**src/rtl/sr_latch_ctrl_pkg.sv**
```systemverilog
// Shared definitions for the SR latch controller: FSM encoding, operation codes
// and the width helper for the shared pulse/guard down-counter.
package sr_ctrl_pkg;

    typedef enum logic [2:0] {
        ST_INIT  = 3'd0,
        ST_IDLE  = 3'd1,
        ST_DRIVE = 3'd2,
        ST_GUARD = 3'd3,
        ST_SKIP  = 3'd4
    } state_t;

    localparam logic OP_SET = 1'b1;
    localparam logic OP_CLR = 1'b0;

    // The counter only ever holds (cycles - 1), so clog2 of the longer phase suffices.
    function automatic int cnt_width(input int pulse, input int guard);
        int m;
        m = (pulse > guard) ? pulse : guard;
        return (m <= 1) ? 1 : $clog2(m);
    endfunction

endpackage

```
**src/rtl/sr_latch_ctrl_if.sv**
```systemverilog
// Requester-side handshake bundle: per-requester req/op in, one-hot ack out.
interface sr_latch_ctrl_if #(
    parameter int N_REQ = 4
) ();
    logic [N_REQ-1:0] req;
    logic [N_REQ-1:0] op;
    logic [N_REQ-1:0] ack;

    modport master (output req, output op, input ack);
    modport slave  (input req, input op, output ack);
endinterface

```
**src/rtl/sr_latch_ctrl_rr_arbiter.sv**
```systemverilog
// Combinational round-robin arbiter: first requester at or above the pointer,
// wrapping around; grant is one-hot and only produced while advance_i is high.
module rr_arbiter #(
    parameter int N_REQ = 4,
    parameter int PTR_W = 2
) (
    input  logic [N_REQ-1:0] req_i,
    input  logic [PTR_W-1:0] ptr_i,
    input  logic             advance_i,
    output logic [N_REQ-1:0] grant_o
);
    int               j;
    logic [PTR_W-1:0] idx;
    logic             found;

    always_comb begin
        grant_o = '0;
        found   = 1'b0;
        j       = 0;
        idx     = '0;
        for (int k = 0; k < N_REQ; k++) begin
            j = int'(ptr_i) + k;
            if (j >= N_REQ) j = j - N_REQ;
            idx = PTR_W'(j);
            if (advance_i && !found && req_i[idx]) begin
                grant_o[idx] = 1'b1;
                found        = 1'b1;
            end
        end
    end
endmodule

```
**src/rtl/sr_latch_ctrl.sv**
```systemverilog
// Shares one NOR SR latch between N_REQ requesters with non-overlapping s/r pulses.
// Optional readback check of latch_q is enabled by defining SR_LATCH_CTRL_VERIFY_EN.
module sr_latch_ctrl
    import sr_ctrl_pkg::*;
#(
    parameter int N_REQ        = 4,
    parameter int PULSE_CYCLES = 2,
    parameter int GUARD_CYCLES = 2
) (
    input  logic           clk,
    input  logic           rst_n,
    sr_latch_ctrl_if.slave bus,
    output logic           latch_s,
    output logic           latch_r,
    input  logic           latch_q,
    output logic           shadow_q,
    output logic           busy,
    output logic           err
);
    localparam int PTR_W = (N_REQ > 2) ? $clog2(N_REQ) : 1;
    localparam int CNT_W = cnt_width(PULSE_CYCLES, GUARD_CYCLES);

    state_t           state_q;
    logic [CNT_W-1:0] cnt_q;
    logic [PTR_W-1:0] ptr_q, ptr_d;
    logic [N_REQ-1:0] grant_d, grant_q, ack_q;
    logic             latch_s_q, latch_r_q, sh_q, busy_q, err_q;
    logic             op_d, chk_fail_d;

    rr_arbiter #(.N_REQ(N_REQ), .PTR_W(PTR_W)) u_arb (
        .req_i    (bus.req),
        .ptr_i    (ptr_q),
        .advance_i(state_q == ST_IDLE),
        .grant_o  (grant_d)
    );

    always_comb begin
        ptr_d = ptr_q;
        for (int i = 0; i < N_REQ; i++) begin
            if (grant_d[i]) ptr_d = (i == N_REQ - 1) ? '0 : PTR_W'(i + 1);
        end
    end

    assign op_d = |(grant_d & bus.op);

`ifdef SR_LATCH_CTRL_VERIFY_EN
    logic sync1_q, sync2_q;

    always_ff @(posedge clk or negedge rst_n) begin
        if (!rst_n) begin
            sync1_q <= 1'b0;
            sync2_q <= 1'b0;
        end else begin
            sync1_q <= latch_q;
            sync2_q <= sync1_q;
        end
    end

    assign chk_fail_d = (sync2_q != sh_q);
`else
    wire unused_latch_q = latch_q;
    assign chk_fail_d = 1'b0;
`endif

    always_ff @(posedge clk or negedge rst_n) begin
        if (!rst_n) begin
            state_q   <= ST_INIT;
            cnt_q     <= '0;
            ptr_q     <= '0;
            grant_q   <= '0;
            ack_q     <= '0;
            latch_s_q <= 1'b0;
            latch_r_q <= 1'b0;
            sh_q      <= 1'b0;
            busy_q    <= 1'b1;
            err_q     <= 1'b0;
        end else begin
            ack_q <= '0;
            case (state_q)
                // latch_r_q doubles as the "INIT pulse already started" flag
                ST_INIT: begin
                    if (!latch_r_q) begin
                        latch_r_q <= 1'b1;
                        cnt_q     <= CNT_W'(PULSE_CYCLES - 1);
                    end else if (cnt_q == '0) begin
                        latch_r_q <= 1'b0;
                        cnt_q     <= CNT_W'(GUARD_CYCLES - 1);
                        state_q   <= ST_GUARD;
                    end else begin
                        cnt_q <= cnt_q - 1'b1;
                    end
                end
                ST_IDLE: begin
                    if (|grant_d) begin
                        grant_q <= grant_d;
                        ptr_q   <= ptr_d;
                        busy_q  <= 1'b1;
                        if (op_d == sh_q) begin
                            ack_q   <= grant_d;
                            state_q <= ST_SKIP;
                        end else begin
                            sh_q      <= op_d;
                            latch_s_q <= (op_d == OP_SET);
                            latch_r_q <= (op_d == OP_CLR);
                            cnt_q     <= CNT_W'(PULSE_CYCLES - 1);
                            state_q   <= ST_DRIVE;
                        end
                    end
                end
                ST_DRIVE: begin
                    if (cnt_q == '0) begin
                        latch_s_q <= 1'b0;
                        latch_r_q <= 1'b0;
                        cnt_q     <= CNT_W'(GUARD_CYCLES - 1);
                        state_q   <= ST_GUARD;
                    end else begin
                        cnt_q <= cnt_q - 1'b1;
                    end
                end
                // grant_q is still zero after INIT, so that final GUARD cycle acks nobody
                ST_GUARD: begin
                    if (cnt_q == CNT_W'(1)) begin
                        ack_q <= grant_q;
                        if (chk_fail_d) err_q <= 1'b1;
                    end
                    if (cnt_q == '0) begin
                        busy_q  <= 1'b0;
                        state_q <= ST_IDLE;
                    end else begin
                        cnt_q <= cnt_q - 1'b1;
                    end
                end
                ST_SKIP: begin
                    busy_q  <= 1'b0;
                    state_q <= ST_IDLE;
                end
                default: state_q <= ST_INIT;
            endcase
        end
    end

    assign bus.ack  = ack_q;
    assign latch_s  = latch_s_q;
    assign latch_r  = latch_r_q;
    assign shadow_q = sh_q;
    assign busy     = busy_q;
    assign err      = err_q;
endmodule

```
**src/flat_wrapper.sv**
```systemverilog
// flat-port wrapper written by rule: the top's interface ports become plain ports
module sr_latch_ctrl_flat import sr_ctrl_pkg::*;
#(
    parameter int N_REQ        = 4,
    parameter int PULSE_CYCLES = 2,
    parameter int GUARD_CYCLES = 2
)
  (clk, rst_n, latch_s, latch_r, latch_q, shadow_q, busy, err, bus_req, bus_op, bus_ack);
  sr_latch_ctrl_if #(.N_REQ(N_REQ)) bus_i ();
  input  logic clk;
  input  logic rst_n;
  output logic latch_s;
  output logic latch_r;
  input  logic latch_q;
  output logic shadow_q;
  output logic busy;
  output logic err;
  input wire logic [$bits(bus_i.req)-1:0] bus_req;
  input wire logic [$bits(bus_i.op)-1:0] bus_op;
  output wire logic [$bits(bus_i.ack)-1:0] bus_ack;
  assign bus_i.req = bus_req;
  assign bus_i.op = bus_op;
  assign bus_ack = bus_i.ack;
  sr_latch_ctrl #(.N_REQ(N_REQ), .PULSE_CYCLES(PULSE_CYCLES), .GUARD_CYCLES(GUARD_CYCLES)) u_core (.clk(clk), .rst_n(rst_n), .bus(bus_i), .latch_s(latch_s), .latch_r(latch_r), .latch_q(latch_q), .shadow_q(shadow_q), .busy(busy), .err(err));
endmodule
```
**config.mk**
```make
export PLATFORM = sky130hd
export DESIGN_NAME = sr_latch_ctrl_flat
export DESIGN_NICKNAME = d
export VERILOG_FILES = /design/src/rtl/sr_latch_ctrl_pkg.sv /design/src/rtl/sr_latch_ctrl_if.sv /design/src/rtl/sr_latch_ctrl_rr_arbiter.sv /design/src/rtl/sr_latch_ctrl.sv /design/src/flat_wrapper.sv
export SDC_FILE = /design/constraint.sdc
export NUM_CORES = 1
export LEC_CHECK = 0
export CORE_ASPECT_RATIO = 2
export CORE_UTILIZATION = 35
export CTS_CLUSTER_DIAMETER = 150
export DETAILED_ROUTE_END_ITERATION = 8
export MAX_ROUTING_LAYER = met4
export SETUP_SLACK_MARGIN = 0.1
export SYNTH_ARGS = -nofsm -noshare
export SYNTH_HDL_FRONTEND = slang
export SYNTH_HIERARCHICAL = 1
export SYNTH_SLANG_ARGS = --single-unit
```
**constraint.sdc**
```tcl
create_clock -name clk -period 3.8 [get_ports clk]
set_input_delay 0.38 -clock clk [delete_from_list [all_inputs] [get_ports clk]]
set_output_delay 0.38 -clock clk [all_outputs]
set_load 0.02 [all_outputs]
```
==> metrics, run 1 <==
Congestion Overflow GR 0; clk_lat worst skew 270 ps; ANT nets after route 0; unrepaired setup endpoints after global routing false; Syn Nets 150; Fin. Hold Viols 0; Hold Buf Count CTS 0; maximum capacitance violations 0; P_leak 0.000663 uW; DRC 0; DRT Wirelength 3.30 mm; Die ar. 4030 um2; register area share after synthesis 34.3%; first-pass GRT wire length 5.56 mm; largest vdd supply drop 0.000418 V; Syn Inst Count 132; initial antenna violation count 0; largest cells by area after synthesis dfrtp_1 (32%), ha_1 (6.7%), mux4_2 (5.1%); crit-path max FO 9; share of cells above drive strength 1 15.8%; total CTS buffers 3; period utilization 88.1%; YS warnings 6; Cell Area, Synth 1320 um2; WP data arrival 3490 ps; crit path capture type flip-flop; EDFF count, synth 0; max_slew headroom 43.7%; Layout area overhead 21.6%; WHS 510 ps; power density over the cells 916 nW/um2; initial core utilization 36.5%; CTS Buffer Depth 2; Vias/cell 5.82; WP data required 3940 ps; chip width 45.4 um; CTS tree yes; Slew Viols, Final 0; outcome finished clean; Synth area leader dfrtp_1; worst hold path type flip-flop to flip-flop; via count 1,169; Startpoint Class flip-flop; setup repair bufs after CTS 0; top cell type's share of synthesized area 32.3%; Worst Setup Path Type flip-flop to flip-flop; vias in the first global route 1,180; Pre-Repair DR Iteration Count 4; Synth Area per Inst 9.97 um2; ys flop type dfrtp_1; pin count of the biggest net entering global routing 19; CP bufs+invs 1; gp weighted congestion 0.898; Clock H-tree levels 1; critical path, cell by cell inv_1 -> ha_1 -> mux2_1 -> a32o_1 -> a22oi_1 -> o221ai_1 -> or4_4 -> nand2_4 -> mux2_2; Clock Sinks 18; Worst Tran Pin Value 841 ps; PnR worst setup slack 454 ps; Largest delay share family, worst path compound AO/OA/AOI/OAI gates; Setup TNS 0 ps; Synth top cells by count dfrtp_1 (17), inv_1 (11), nor2_1 (9); Critical-path top delay cell or4_4; DP Wirelength 2.55 mm; # setup viols final 0; antenna fix cells 0; Worst path max stage delay 670 ps; Die H 88.7 um; # fillers 364; Core ar. 3610 um2; Routed WL per cell 16.4 um; number of I/O pins 20; total track usage 19.4%; top-count cell post-synth dfrtp_1; Port Buffers 17; CTS resizes 0; Fin Clk Skew 9.60 ps; DP Worst Slack 426 ps; Clk pin slew, worst setup/hold paths 80 ps; synth unique cells 46; row count 31; total power 1470 uW; First DRT Iteration DRCs 38; Final min period 3350 ps; CTS root buf clkbuf_8; Yosys reg bits 18; asr flop ratio synth 100%; fmax 299 MHz; Layout Nets 171; fin util 44.4%
-- final cells by class --
cell class	instances	area, um2	share of cell area [%]
multi-input combinational	100	806	50.4
sequential	18	452	28.2
timing repair buffer	19	185	11.6
tap	49	61.3	3.83
clock buffer	4	55.1	3.44
inverter	11	41.3	2.58
-- per-stage QoR --
step,cells,area (um2)
finish,201,1600
CTS,201,1600
global placement,197,1550
floorplan,132,1320
global route,201,1600
detailed placement,197,1550
-- layout by cell type (no fill, tap or decap), types with 3 or more instances in the layout --
master           instances
nor3_1                   3
a22o_1                   5
ha_1                     7
a22oi_1                  5
o21ai_0                  5
nor2_1                   9
o221ai_1                 4
nor2b_1                  7
nand2_1                  8
dfrtp_1                 17
clkbuf_8                 4
clkdlybuf4s50_1         17
mux4_2                   3
o31ai_1                  3
inv_1                   11
mux2_2                   3
a21oi_1                  5
a32o_1                   5
-- power breakdown --
group,leakage (uW),switching (uW),total [uW],internal (uW)
Sequential,0.000226,78.4,344,266
Clock,0.0000288,70.5,163,92.3
Combinational,0.000408,540,959,419
Total,0.000663,689,1470,777
-- logic make-up (layout without fill, tap and decap cells) --
family                   after synthesis  in the layout  share of synthesized area [%]
AO/OA/AOI/OAI                         42             42                           25.1
AND/OR/NAND/NOR                       42             42                           19.9
flip-flops                            18             18                           34.3
buffers and inverters                 14             34                           4.47
multiplexers                           8              8                           9.32
adder cells (fa/ha/maj)                7              7                           6.65
other                                  1              1                          0.285
-- sequential cells by signal, summed over array words and instances, names as in the netlist --
signal	cells
u_core/bus.ack	4
u_core/grant_q	4
u_core/state_q	3
u_core/ptr_q	2
u_core/busy	1
u_core/cnt_q	1
u_core/latch_r	1
u_core/latch_s	1
u_core/shadow_q	1
-- per-layer routing --
metal / part of all wire (%) / GRT usage, %
met4: 1.7 / 7.99
met5: 0 / -
met1: 34 / 18.7
met2: 61 / 36.8
met3: 3.3 / 2.04
-- worst register-to-register path, delay by kind of cell, from the launching register on --
family	cells	cell delay, ps
buf+inv	1	150
compound gates	3	890
mux	2	670
flops	1	390
simple gates	2	830
fa+ha+maj	1	300
-- final timing paths --
path | start | end | slack [ps] | cells after the start
max reg2reg | u_core/ptr_q[0] | u_core/grant_q[2] | 450 | 9
min | u_core/grant_q[0] | u_core/bus.ack[0] | 510 | 1
min reg2reg | u_core/grant_q[0] | u_core/bus.ack[0] | 510 | 1
max | u_core/ptr_q[0] | u_core/grant_q[2] | 450 | 9
max in group asynchronous | rst_n | u_core/bus.ack[3] | 2680 | 1
min in group asynchronous | rst_n | u_core/grant_q[3] | 590 | 1
Note: power is estimated with default switching activity, not from simulation.
==> inputs of run 2 (changes only) <==
- CAP_MARGIN: unset -> 15
==> results of run 2 <==
The final DEF is identical to that of run 1; final timing and power are the same.
